<file path="config.mk">
export PLATFORM = sky130hd
export DESIGN_NAME = clock_divider_bank
export DESIGN_NICKNAME = d
export VERILOG_FILES = /design/src/rtl/clock_divider_bank.sv
export SDC_FILE = /design/constraint.sdc
export NUM_CORES = 1
export LEC_CHECK = 0
export CORE_MARGIN = 2
export CORE_UTILIZATION = 58
export CTS_CLUSTER_DIAMETER = 120
export DETAILED_ROUTE_END_ITERATION = 10
export PLACE_DENSITY = 0.76
export SYNTH_ARGS = -nofsm -noshare
export SYNTH_HDL_FRONTEND = slang
export SYNTH_SLANG_ARGS = --single-unit
</file>
<file path="constraint.sdc">
create_clock -name clk_0 -period 18.5 [get_ports clk_0]
set_input_delay 1.85 -clock clk_0 [delete_from_list [all_inputs] [get_ports clk_0]]
set_output_delay 1.85 -clock clk_0 [all_outputs]
set_load 0.02 [all_outputs]
</file>
<file path="src/rtl/clock_divider_bank.sv">
// Bank of independent programmable clock dividers sharing one config port.
//
// Each channel counts enabled clk_0 cycles modulo its divisor and produces a
// one-cycle tick per period plus a registered square wave (clk_out). Neither
// output is a clock: both are meant to be used as enables or as sampled data.
//
// Ports:
//   clk_0      sole clock, rising edge
//   rst        asynchronous active-high reset
//   en         per-channel count enable
//   sync_all   restart every channel counter in phase (div/mode untouched)
//   cfg_valid  config write request
//   cfg_ready  config write can be accepted (low for one cycle after a write)
//   cfg_ch     target channel of the write
//   cfg_div    new divisor (0 = stopped, 1 = tick every cycle)
//   cfg_mode   0 = free-running, 1 = one-shot
//   cfg_err    one-cycle pulse: accepted write addressed a missing channel
//   tick       one-cycle pulse per divided period
//   clk_out    divided square wave, low floor(div/2), high ceil(div/2) cycles
module clock_divider_bank #(
   parameter int unsigned N_CH        = 4,
   parameter int unsigned CNT_W       = 28,
   parameter int unsigned CH_W        = 2,
   parameter int unsigned DEFAULT_DIV = 5
) (
   input  logic              clk_0,
   input  logic              rst,
   input  logic [N_CH-1:0]   en,
   input  logic              sync_all,
   input  logic              cfg_valid,
   output logic              cfg_ready,
   input  logic [CH_W-1:0]   cfg_ch,
   input  logic [CNT_W-1:0]  cfg_div,
   input  logic              cfg_mode,
   output logic              cfg_err,
   output logic [N_CH-1:0]   tick,
   output logic [N_CH-1:0]   clk_out
);

   localparam logic [CNT_W-1:0] DefDiv = CNT_W'(DEFAULT_DIV);
   // Channel count extended by one bit so N_CH == 2^CH_W still compares correctly.
   localparam logic [CH_W:0]    NChExt = (CH_W+1)'(N_CH);

   logic [CNT_W-1:0] div_q [N_CH];
   logic [CNT_W-1:0] div_d [N_CH];
   logic [CNT_W-1:0] cnt_q [N_CH];
   logic [CNT_W-1:0] cnt_d [N_CH];
   logic [N_CH-1:0]  mode_q, mode_d;
   logic [N_CH-1:0]  halted_q, halted_d;
   logic [N_CH-1:0]  tick_q, tick_d;
   logic [N_CH-1:0]  clk_out_q, clk_out_d;
   logic             cfg_ready_q, cfg_ready_d;
   logic             cfg_err_q, cfg_err_d;

   logic             wr_acc;
   logic [N_CH-1:0]  wr_hit;
   logic [N_CH-1:0]  div_ge1;
   logic [N_CH-1:0]  div_ge2;
   logic [N_CH-1:0]  at_last;

   assign wr_acc = cfg_valid & cfg_ready_q;

   // Per-channel decode of the write target and of the counter position.
   always_comb begin
      for (int c = 0; c < int'(N_CH); c++) begin
         wr_hit[c]  = wr_acc & ({1'b0, cfg_ch} == (CH_W+1)'(c));
         div_ge1[c] = (div_q[c] != '0);
         div_ge2[c] = (div_q[c] > CNT_W'(1));
         at_last[c] = (cnt_q[c] == div_q[c] - CNT_W'(1));
      end
   end

   always_comb begin
      cfg_ready_d = ~wr_acc;
      cfg_err_d   = wr_acc & ({1'b0, cfg_ch} >= NChExt);
      for (int c = 0; c < int'(N_CH); c++) begin
         div_d[c]     = div_q[c];
         mode_d[c]    = mode_q[c];
         cnt_d[c]     = cnt_q[c];
         halted_d[c]  = halted_q[c];
         tick_d[c]    = tick_q[c];
         clk_out_d[c] = clk_out_q[c];

         if (wr_hit[c]) begin
            div_d[c]  = cfg_div;
            mode_d[c] = cfg_mode;
         end

         if (sync_all | wr_hit[c]) begin
            // Restart clears the phase and swallows any tick due this cycle.
            cnt_d[c]     = '0;
            halted_d[c]  = 1'b0;
            tick_d[c]    = 1'b0;
            clk_out_d[c] = 1'b0;
         end else if (!en[c]) begin
            // Disabled: phase and clk_out frozen, tick dropped.
            tick_d[c] = 1'b0;
         end else if (halted_q[c]) begin
            tick_d[c]    = 1'b0;
            clk_out_d[c] = 1'b0;
         end else begin
            tick_d[c]    = div_ge1[c] & at_last[c];
            clk_out_d[c] = div_ge2[c] & (cnt_q[c] >= (div_q[c] >> 1));
            if (!div_ge2[c] || at_last[c]) begin
               cnt_d[c] = '0;
            end else begin
               cnt_d[c] = cnt_q[c] + CNT_W'(1);
            end
            // One-shot channels park after their first tick.
            if (mode_q[c] && div_ge1[c] && at_last[c]) begin
               halted_d[c] = 1'b1;
            end
         end
      end
   end

   always_ff @(posedge clk_0 or posedge rst) begin
      if (rst) begin
         for (int c = 0; c < int'(N_CH); c++) begin
            div_q[c] <= DefDiv;
            cnt_q[c] <= '0;
         end
         mode_q      <= '0;
         halted_q    <= '0;
         tick_q      <= '0;
         clk_out_q   <= '0;
         cfg_ready_q <= 1'b1;
         cfg_err_q   <= 1'b0;
      end else begin
         for (int c = 0; c < int'(N_CH); c++) begin
            div_q[c] <= div_d[c];
            cnt_q[c] <= cnt_d[c];
         end
         mode_q      <= mode_d;
         halted_q    <= halted_d;
         tick_q      <= tick_d;
         clk_out_q   <= clk_out_d;
         cfg_ready_q <= cfg_ready_d;
         cfg_err_q   <= cfg_err_d;
      end
   end

   assign tick      = tick_q;
   assign clk_out   = clk_out_q;
   assign cfg_ready = cfg_ready_q;
   assign cfg_err   = cfg_err_q;

endmodule
</file>
# Yosys cells after proc, flatten, opt, wreduce, memory -nomap -nowiden
# Index checks and enable logic that the tools add are counted.
op_classes:
  addsub: 8
  n_lt_le_gt_ge: 8
  eq_ne: 11
  n_mux: 56
  bitwise: 18
  reduce_logical: 29
op_table:
  columns: ["cell", "n"]
  rows:
  - ["28-bit two-way mux", 16]
  - ["28-bit by 1-bit adder with 28-bit output, second input constant", 4]
  - ["28-bit equality test", 4]
  - ["28-bit by 27-bit greater-or-equal comparator with 1-bit output", 4]
  - ["28-bit by 1-bit > comparator with 1-bit output, second input constant", 4]
  - ["28-bit nonzero test", 4]
  - ["28-bit by 1-bit subtractor with 28-bit output, second input constant", 4]
  - ["1-bit two-way mux", 40]
  - ["1-bit AND", 13]
  - ["1-bit logical AND", 8]
  - ["2-bit by 1-bit != test with 1-bit output, second input constant", 4]
  - ["2-bit AND reduction", 4]
  - ["2-bit nonzero test", 4]
  - ["2-bit equality test, second input constant", 2]
  - ["1-bit logical NOT", 4]
  - ["1-bit logical OR", 4]
  - ["1-bit bitwise OR", 4]
  - ["2-bit by 1-bit equality test with 1-bit output, second input constant", 1]
  - ["2-bit logical NOT", 1]
  - ["1-bit NOT", 1]
totals:
  register_bits: 241
  in_bits: 39

# Longest topological paths before layout
# Gate-level depths: netlist of the first run.
logic_depth:
  depth_word: 7
  mapped_depth: 14
  ltp_nobuf: 11

# Worst setup path before layout of the first run
# Ideal clock, no wire load.
synth_timing:
  path_kind: "input-to-reg"
  start: "input port cfg_valid"
  end: "register cnt_q[111] in the netlist's numbering"
  setup_ns: 0.083
  arrival_ns: 3.463
  path_slack_ns: 14.955
  cell_stages: 10
  path_cell_list: "nand2_1 nor3_1 or2_2 nor2_1 o21ai_0 or2_0 buf_2 buf_4 or3_1 o21ai_0"
synth_via:
  elab_chain_cells: 5
  word_cells_on_any_way: 7
  cone_classes: "eq/ne: 1; mux: 1; bitwise: 3; reduce/logical: 2"
synth_rtl:
  columns: ["element", "line_no", "source"]
  rows:
  - ["from (decl)", "30", "input logic cfg_valid,"]
  - ["1-bit AND *", "61", "assign wr_acc = cfg_valid & cfg_ready_q;"]
  - ["1-bit AND *", "66", "wr_hit[c] = wr_acc & ({1'b0, cfg_ch} == (CH_W+1)'(c));"]
  - ["1-bit bitwise OR *", "89", "if (sync_all | wr_hit[c]) begin"]
  - ["2-bit by 1-bit != test with 1-bit output (no line) or 2-bit nonzero test (tied branches)", null, null]
  - ["2-bit AND reduction (no line)", null, null]
  - ["to (signal, indexed assignment)", "132", "cnt_q[c] <= cnt_d[c];"]
  - ["to (decl)", "46", "logic [CNT_W-1:0] cnt_q [N_CH];"]
# Every way passes the cells marked *; elsewhere a longest branch is shown, timed or not.
# A chain may end at the register's enable or synchronous reset.

# Worst setup path after layout of the first run
layout_timing:
  start: "input port cfg_valid"
  end: "register cnt_q[99] in the netlist's numbering"
# Same word-level chain as after synthesis.

==> results.md, run 1 <==
- Die ar.: 0.0326 mm2
- TritonCTS clock tree: built
- Status: completed
- Share of cells above drive strength 1: 8.81%
- Pre-CTS setup slack: 13.53 ns
- Synth-to-Final Area Change: 8.50%
- Post-Route Utilization: 64.0%
- CTS resizes: 0
- First drt pass iteration count: 5
- Crit path launch type: primary input
- Worst hold path type: reg2reg
- Number of synthesized flops with an enable pin: 0
- Synthesized instance count: 2090
- Final #Nets: 2237
- H-tree Lvls: 1
- Pin count of the biggest net entering global routing: 116
- Reg clk slew, reported paths: 0.06 ns
- CP max FO: 59
- Fmax: 224 MHz
- Fin cells: 2495
- GRT overflow: 0
- Sequential fraction of the synthesis area: 33.4%
- Drt drc: 0
- Buffer and inverter count on the worst path: 2
- Lkg Pwr: 8.93 nW
- Setup Skew: 0.0152 ns
- Number of diodes: 0
- Row Count: 64
- Die X-Extent: 181 um
- Clock Tree Buf Depth: 3
- Crit-path leading delay family: simple AND/OR/NAND/NOR gates
- Hpwl dp: 35500 um
- Clock sink count: 241
- Core Region: 0.0307 mm2
- Final min period: 4.45 ns
- # IOs: 49
- Least-Margin Pin Slew: 1.32 ns
- Worst-path cell chain: clkdlybuf4s50_1, nand2_1, nor3_2, buf_4, or2_2, nor2_1, o21ai_0, nor2_1, and2_1, mux2_2
- Post-CTS Setup Bufs: 0
- Mapped cell area: 0.0181 mm2
- Ys async rst share: 100%
- Final cycle utilization of the critical path: 24.1%
- Post-route setup TNS: 0 ns
- Vias in the first global route: 15330
- Crit path top cell by count: nor2_1
- Die H: 181 um
- RSZ-0062 raised after global routing: no
- Flop2flop setup slack: 14.10 ns
- Final Hold Fails: 0
- Overall power: 1.68 mW
- Initial drt markers: 1010
- Per-cell routed wire length: 19.2 um
- Fin. max-slew vios: 0
- Peak supply drop: 78.1 uV
- Synth Register Bits: 241
- Via density: 6.36
- Slew HR: 12.2%
- Crit. End Element: flop
- Initial antenna violation count: 1
- Worst EP required: 18.99 ns
- Maxcap violations: 0
- Top FF cell, synth: dfrtp_1
- Pwr/cell area: 85.5 mW/mm2
- Antenna Nets Post-Route: 0
- Post-DP Area: 0.0187 mm2
- Post-Place Cells: 2445
- Slowest CP cell: nor2_1
- Drt total wl: 48000 um
- Via Count: 15860
- Setup CP Type: in2reg
- Number of buffers created by CTS: 27
- Number of setup violations in the final report: 0
- IO buf count: 47
- Syn Nets: 2249
- Post-route setup slack: 14.05 ns
- Netlist cell types: 82
- GRT Overall Usage: 29.3%
- Worst Path Arrival: 4.94 ns
- Max incr delay on CP: 1.02 ns
- Syn_area_per_cell: 8.66 um2
- Initial Utilization: 59.0%
- Design area: 0.0196 mm2
- Hold_ws: 0.475 ns
- Yosys warning count: 0
- Clk Tree Root Cell: clkbuf_16
- GP Congestion: 0.948
- CTS Hold Bufs: 0
- First-pass GRT wire length: 79200 um
- Clk_lat worst skew: 0.55 ns
worst paths after layout:
| check | from | cells after the start | to |
|---|---|---|---|
| hold reg to reg | halted_q[2]$_DFFE_PP0P_ | 2 | halted_q[2]$_DFFE_PP0P_ |
| setup reg to reg | div_q[62]$_DFFE_PP0P_ | 9 | cnt_q[73]$_DFFE_PP0P_ |
| hold / removal | halted_q[2]$_DFFE_PP0P_ | 2 | halted_q[2]$_DFFE_PP0P_ |
| setup / recovery | cfg_valid | 10 | cnt_q[99]$_DFFE_PP0P_ |
| max in group asynchronous | rst | 3 | cnt_q[32]$_DFFE_PP0P_ |
| min in group asynchronous | rst | 2 | cnt_q[74]$_DFFE_PP0P_ |
layer usage:
| metal | up-vias | share of wire (%) | track usage [%] |
|---|---|---|---|
| met5 | - | 0 | 0 |
| met4 | 0 | 4.8 | 13.4 |
| met3 | 146 | 6.2 | 4.61 |
| met2 | 539 | 44 | 46.1 |
| met1 | 7633 | 45 | 39.9 |
| li1 | 7542 | - | - |
registers in the layout (all words and copies together) (netlist names):
| register | flops |
|---|---|
| mode_q | 4 |
| halted_q | 4 |
| clk_out | 4 |
| cfg_ready | 1 |
| tick | 4 |
| div_q | 112 |
| cnt_q | 112 |
kinds of logic after synthesis:
logic type | after synthesis | synth area share [%]
buffers and inverters | 250 | 5.41
adders and majority gates | 120 | 8.30
AOI/OAI and AO/OA | 429 | 15.2
muxes | 102 | 6.26
and+or+nand+nor | 778 | 23.3
other | 1 | 0.0207
xor gates and xnor gates | 169 | 8.18
DFF | 241 | 33.4
area by class of cell:
type	instances	area (um2)
clock buffer	37	753
clock inverter	13	130
fill	2567	11000
inverter	152	578
multi-input combinational	1599	11100
sequential	241	6040
tap	396	495
timing repair buffer	57	546
power by group:
part | switching (mW) | total, mW | internal, mW | leakage [nW]
combinational | 0.246 | 0.438 | 0.192 | 5.38
clock | 0.226 | 0.539 | 0.313 | 0.430
sequential | 0.113 | 0.702 | 0.589 | 3.12
total | 0.584 | 1.68 | 1.10 | 8.93
worst register-to-register path: stages (launching register included):
cell	delay [ns]
dfrtp_1	0.51
nor4_2	0.52
nand4_1	0.47
o31ai_1	0.48
o211ai_1	0.16
nor4_1	0.36
and4b_4	0.33
or2_1	1.00
o21ai_0	0.25
a21o_1	0.22
Yosys cell counts, types with 50 or more instances:
cell type	count	area share [%]
nor4_1	50	1.7
clkbuf_1	78	1.6
xor2_1	75	3.6
mux2_2	90	5.6
a21o_1	77	3.2
ha_1	120	8.3
xnor2_1	94	4.5
nand2_1	176	3.7
o21ai_0	153	4.2
nor3_1	84	2.3
inv_1	152	3.2
nand3_1	77	2.1
nand4_1	71	2.5
and3_1	56	1.9
dfrtp_1	232	32
nor2_1	91	1.9
a21oi_1	64	1.8
layout by cell type, fill, tap and decap left out, types with 8 or more instances in the layout:
cell type,count
dfrtp_1,232
nand2_1,176
o21ai_0,152
inv_1,151
ha_1,120
xnor2_1,94
nor2_1,91
mux2_2,90
nor3_1,83
nand3_1,77
a21o_1,77
xor2_1,75
nand4_1,71
a21oi_1,64
and3_1,56
nor4_1,50
clkdlybuf4s50_1,47
nor3b_1,28
clkbuf_16,27
or3_1,23
nor2b_1,19
or4_1,18
a31oi_1,17
nand2b_1,17
mux2i_1,12
and2_1,11
a211o_1,11
a211oi_1,11
o31ai_1,11
nor4_2,10
o2111ai_1,10
buf_4,10
dfstp_2,9
and4_1,8
(Power assumes the default switching activity.)
==> run 2: changes to the inputs <==
- clock period: 18.5 -> 4.5 ns (I/O delays scaled with it)
==> run 2 against run 1 <==
Against the previous run: die area did not move; final cell count rose by 0.32%; sequential share of layout area fell by 0.25 points; clock-buffer cell count fell by 1; worst setup slack got worse by 13 ns; non-clock buffer count rose by 8; clock power rose to 4.5 times the previous value; utilization rose by 0.53 points; critical path type is now reg2reg; critical endpoint is now cnt_q[2]$_DFFE_PP0P_; largest power group unchanged; highest routed layer unchanged.
==> results.md, run 2 (synthesis gave the netlist of run 1 again) <==
- Post-Route Utilization: 64.6% (+0.53 points)
- Via density: 6.37 (+0.28%)
- Antenna Nets Post-Route: 0 (unchanged)
- Pint: 4.67 mW (+330%)
- Slew HR: 18.7% (+6.4 points)
- Worst EP required: 4.92 ns (-14.07 ns)
- Setup CP Type: reg2reg
- Pin count of the biggest net entering global routing: 98 (-16%)
- Initial antenna violation count: 3 (+2)
- Design area: 0.0198 mm2 (+0.83%)
- Hold_ws: 0.374 ns (-0.101 ns)
- Fmax: 257 MHz
- Setup Skew: 0.0175 ns (+0.00237 ns)
- Final Hold Fails: 0 (unchanged)
- First drt pass iteration count: 6 (+1)
- Hpwl dp: 36400 um (+2.4%)
- First-pass GRT wire length: 79500 um (+0.37%)
- Final min period: 3.89 ns
- CP max FO: 18 (-69%)
- Comb power frac: 25.6% (-0.5 points)
- Final #Nets: 2245 (+0.36%)
- Least-Margin Pin Slew: 1.22 ns (-0.101 ns)
- Initial drt markers: 1051 (+4.1%)
- Core Region: 0.0307 mm2 (unchanged)
- GP Congestion: 0.962 (+1.4%)
- GRT met1 Usage: 40.8% (+0.93 points)
- Clock power share: 33.7% (+1.6 points)
- Die ar.: 0.0326 mm2 (unchanged)
- Die X-Extent: 181 um (unchanged)
- CTS Hold Bufs: 0 (unchanged)
- Crit. End Element: flop
- Fin. max-slew vios: 0 (unchanged)
- GRT Overall Usage: 29.6% (+0.27 points)
- Critical R2R Capture: cnt_q[2]$_DFFE_PP0P_
- Most common cell after layout, fill and taps aside: dfrtp_1
- CTS resizes: 0 (unchanged)
- Clock sink count: 241 (unchanged)
- Die H: 181 um (unchanged)
- IO buf count: 47 (unchanged)
- Commonest cells after routing, fill and taps aside: dfrtp_1 (232), nand2_1 (176), o21ai_0 (152)
- TritonCTS clock tree: built
- Crit path launch type: flop
- Lkg Pwr: 9.02 nW (+1.0%)
- Vias in the first global route: 15094 (-1.5%)
- Filler cells: 2624 (+2.2%)
- Drt drc: 0 (unchanged)
- Reg clk slew, reported paths: 0.06 ns (about the same)
- Top Usage Layer GRT: met2
- Post-CTS Setup Bufs: 0 (unchanged)
- Worst Path Arrival: 4.31 ns (-0.63 ns)
- Drt total wl: 49100 um (+2.4%)
- RR Startpoint: div_q[1]$_DFFE_PP0P_
- # IOs: 49 (unchanged)
- Final cycle utilization of the critical path: 86.4%
- RSZ-0062 raised after global routing: no
- Synth-to-Final Area Change: 9.40%
- Number of buffers created by CTS: 27 (unchanged)
- Overall power: 7.10 mW (+320%)
- Post-route setup TNS: 0 ns (unchanged)
- Clk Tree Root Cell: clkbuf_16
- Initial Utilization: 59.0% (unchanged)
- Share of cells above drive strength 1: 9.30% (+0.49 points)
- Reg2Reg Depth: 12 (+3)
- Number of setup violations in the final report: 0 (unchanged)
- Worst hold path type: in2async
- Clk_lat worst skew: 0.56 ns (about the same)
- Peak supply drop: 282 uV (+260%)
- GRT overflow: 0 (unchanged)
- Via Count: 15955 (+0.60%)
- Psw: 2.43 mW (+320%)
- Sequential share of power: 40.6% (-1.2 points)
- Row Count: 64 (unchanged)
- H-tree Lvls: 1 (unchanged)
- Clock Tree Buf Depth: 3 (unchanged)
- Pwr/cell area: 359 mW/mm2 (+320%)
- Flop2flop setup slack: 0.61 ns (-13.49 ns)
- Switching share of total power: 34.2% (-0.59 points)
- Post-DP Area: 0.0188 mm2 (+0.43%)
- Biggest regs: cnt_q x112, div_q x112
- Maxcap violations: 0 (unchanged)
- Status: completed
- Per-cell routed wire length: 19.6 um (+2.1%)
- Met2 GRT Util: 47.8% (+1.7 points)
- Number of diodes: 0 (unchanged)
- GR Util met3: 3.82% (-0.79 points)
[run 2: cell types whose count changed in the layout (fill, tap and decap cells not counted), sizes merged]
cell and change:
inv -1, bufinv +2, clkinv +1, clkbuf -1
buf +8, clkinvlp -1
[run 2: worst max-delay path by stage]
stage / startpoint / to / slack (ns)
detailed placement: div_q[1]$_DFFE_PP0P_ / cnt_q[5]$_DFFE_PP0P_ / 0.66
CTS: div_q[1]$_DFFE_PP0P_ / cnt_q[2]$_DFFE_PP0P_ / 0.61
global placement: div_q[1]$_DFFE_PP0P_ / cnt_q[10]$_DFFE_PP0P_ / 0.75
finish: div_q[1]$_DFFE_PP0P_ / cnt_q[2]$_DFFE_PP0P_ / 0.61
floorplan: rst / clk_out[0]$_DFFE_PP0P_ / 0.90
global route: div_q[1]$_DFFE_PP0P_ / cnt_q[10]$_DFFE_PP0P_ / 0.34
[run 2: area by class of cell]
class	instances	area, um2	area share, %
well taps	396	495	2.50
clock inverters	14	188	0.948
repair buffers	65	631	3.19
multi-input cells	1599	11100	56.0
flip-flops and latches	241	6040	30.5
clock buffers	36	779	3.94
inverters	152	574	2.90
[run 2: power groups by stage]
stage	clock network, mW	logic, mW	registers (mW)
finish	2.40	1.82	2.89
global route	2.51	2.04	2.93
CTS	2.43	1.81	2.87
detailed placement	0	1.79	2.91
global placement	0	1.73	2.90
floorplan	0	1.47	2.69
[run 2: layer usage]
| layer | wire length, um | part of all wire, % | up-vias |
|---|---|---|---|
| met4 | 1750 | 3.6 | 0 |
| met2 | 22800 | 46 | 527 |
| met5 | 0 | 0 | - |
| li1 | - | - | 7547 |
| met3 | 2870 | 5.9 | 119 |
| met1 | 21700 | 44 | 7762 |
[run 2: critical path, stage by stage, from the launching register on]
cell       delay, ns
dfrtp_1         0.45
inv_1           0.10
ha_1            0.41
nor4b_1         0.35
and4_1          0.27
a211oi_1        0.09
nor3b_1         0.31
o21bai_1        0.12
a2111oi_0       0.55
o2111ai_2       0.43
buf_4           0.33
a31oi_1         0.21
mux2i_1         0.12
[run 2: metrics by stage]
step                worst slack [ns]  cells
floorplan                      0.896   2090
detailed placement             0.660   2453
finish                         0.610   2503
global route                   0.340   2503
global placement               0.747   2453
CTS                            0.612   2503
==> run 3: changes to the inputs <==
- CTS_CLUSTER_SIZE: default -> 30
==> run 3 against run 2 <==
Against the previous run: clock power shrank 45%; fmax is 0.67% higher; combinational power about the same; flip-flop and latch count is the same; final cell count is 1.2% lower; register-to-register slack gained 0.03 ns; clock skew increased by 0.012 ns; worst hold slack gained 0.029 ns; critical path type unchanged.
==> results.md, run 3 (synthesis gave the netlist of run 1 again) <==
- Status: completed
- Number of buffers created by CTS: 12 (-56%)
- Worst hold path type: in2async
- Crit. End Element: flop
- Initial antenna violation count: 2 (-1)
- Crit path launch type: flop
- CTS resizes: 0 (unchanged)
- Post-DP Area: 0.0188 mm2 (unchanged)
- GRT Overall Usage: 29.1% (-0.50 points)
- Slowest CP cell: a2111oi_0
- Reg clk slew, reported paths: 0.12 ns (+0.06 ns)
- Vias in the first global route: 14813 (-1.9%)
- Filler cells: 2702 (+3.0%)
- First-pass GRT wire length: 78200 um (-1.6%)
- Final min period: 3.86 ns (-0.0258 ns)
- Die H: 181 um (unchanged)
- GRT overflow: 0 (unchanged)
- Design area: 0.0192 mm2 (-3.0%)
- Per-cell routed wire length: 19.5 um (-0.57%)
- Row Count: 64 (unchanged)
- CTS Hold Bufs: 0 (unchanged)
- Max incr delay on CP: 0.55 ns (about the same)
- Worst Path Arrival: 4.25 ns (-0.06 ns)
- Die X-Extent: 181 um (unchanged)
- Synth-to-Final Area Change: 6.13%
- Post-route setup TNS: 0 ns (unchanged)
- Clk_lat worst skew: 0.51 ns (-0.05 ns)
- Reg2Reg Depth: 11 (-1)
- Initial Utilization: 59.0% (unchanged)
- Sequential cell area: 0.00604 mm2 (unchanged)
- Drt drc: 0 (unchanged)
- Worst EP required: 4.88 ns (-0.04 ns)
- Area of the multi-input gates: 0.0111 mm2 (unchanged)
- Post-route setup slack: 0.636 ns (+0.0258 ns)
- Pre-CTS setup slack: 0.660 ns (unchanged)
- Final Hold Fails: 0 (unchanged)
- Clk Tree Root Cell: clkbuf_16
- IO buf count: 47 (unchanged)
- Flop2flop setup slack: 0.64 ns (+0.03 ns)
- Clock sink count: 241 (unchanged)
- Fmax: 259 MHz (+0.67%)
- Commonest cells after routing, fill and taps aside: dfrtp_1 (232), nand2_1 (176), o21ai_0 (152)
- Fin cells: 2473 (-1.2%)
- Pwr/cell area: 313 mW/mm2 (-13%)
- Maxcap violations: 0 (unchanged)
- Antenna Nets Post-Route: 0 (unchanged)
- First drt pass iteration count: 5 (-1)
- GP Congestion: 0.962 (unchanged)
- Hpwl dp: 36400 um (unchanged)
- Final cycle utilization of the critical path: 85.9% (-0.57 points)
- Final #Nets: 2230 (-0.67%)
- Slew HR: 18.0% (-0.63 points)
- Post-Place Cells: 2453 (unchanged)
- Hold_ws: 0.402 ns (+0.0288 ns)
- Via Count: 15894 (-0.38%)
- Pin count of the biggest net entering global routing: 98 (unchanged)
- Fin. max-slew vios: 0 (unchanged)
- Biggest regs: cnt_q x112, div_q x112
- Peak supply drop: 234 uV (-17%)
- Number of diodes: 0 (unchanged)
- Drt total wl: 48200 um (-1.8%)
- Overall power: 6.01 mW (-15%)
- Initial drt markers: 1206 (+15%)
- CP max FO: 13 (-5)
- Most common cell after layout, fill and taps aside: dfrtp_1
- Core Region: 0.0307 mm2 (unchanged)
- Setup Skew: 0.0292 ns (+0.0117 ns)
- Die ar.: 0.0326 mm2 (unchanged)
- Least-Margin Pin Slew: 1.22 ns (+0.00935 ns)
- Via density: 6.43 (+0.83%)
- H-tree Lvls: 1 (unchanged)
- Clock Tree Buf Depth: 3 (unchanged)
- TritonCTS clock tree: built
- # IOs: 49 (unchanged)
- Post-CTS Setup Bufs: 0 (unchanged)
- Lkg Pwr: 8.73 nW (-3.3%)
- Share of cells above drive strength 1: 7.94% (-1.4 points)
- Post-Route Utilization: 62.6% (-1.9 points)
- Setup CP Type: reg2reg
- Number of setup violations in the final report: 0 (unchanged)
- Worst-path cell chain: inv_1, ha_1, nor4b_1, and4_1, a211oi_1, nor3b_1, o21bai_1, a2111oi_0, o2111ai_2, nand2_1, o21ai_0
- RSZ-0062 raised after global routing: no
## run 3: changes by cell type in the layout (fill, tap and decap cells not counted), moves of 4 or more
cell	before	now
clkbuf_8	7	0
clkbuf_16	27	13
bufinv_16	4	0
clkinv_2	5	0
## run 3: power breakdown
part	internal [mW]	switching, mW	total, mW	leakage, nW
Sequential	2.42	0.464	2.88	3.12
Combinational	0.802	1.02	1.82	5.43
Clock	0.552	0.757	1.31	0.183
## run 3: final timing paths
kind	from	endpoint
worst min register to register	halted_q[2]$_DFFE_PP0P_	halted_q[2]$_DFFE_PP0P_
max in group asynchronous	rst	div_q[56]$_DFFE_PP1P_
min in group clk_0	halted_q[2]$_DFFE_PP0P_	halted_q[2]$_DFFE_PP0P_
worst max-delay path	div_q[1]$_DFFE_PP0P_	cnt_q[5]$_DFFE_PP0P_
worst min-delay path	rst	cnt_q[111]$_DFFE_PP0P_
worst max register to register	div_q[1]$_DFFE_PP0P_	cnt_q[5]$_DFFE_PP0P_
## run 3: final cells by class
type,count,share of cell area [%]
multi-input cells,1599,57.7
flip-flops and latches,241,31.5
inverters,152,2.99
clock buffers,16,1.75
repair buffers,65,3.28
well taps,396,2.58
clock inverters,4,0.195
## run 3: critical path, delay by kind of cell (launching register included)
| kind | cells | cell delay, ns |
|---|---|---|
| buffers and inverters | 1 | 0.11 |
| and+or+nand+nor | 4 | 1.39 |
| AOI/OAI and AO/OA | 5 | 1.35 |
| DFF | 1 | 0.47 |
| adders and majority gates | 1 | 0.41 |
## run 3: routing by layer
metal	up-vias	global-route usage [%]	part of all wire [%]
met5	-	0	0
met4	0	9.84	3.6
met3	110	4.00	6.5
met2	510	47.0	46
met1	7756	40.3	44
li1	7518	-	-
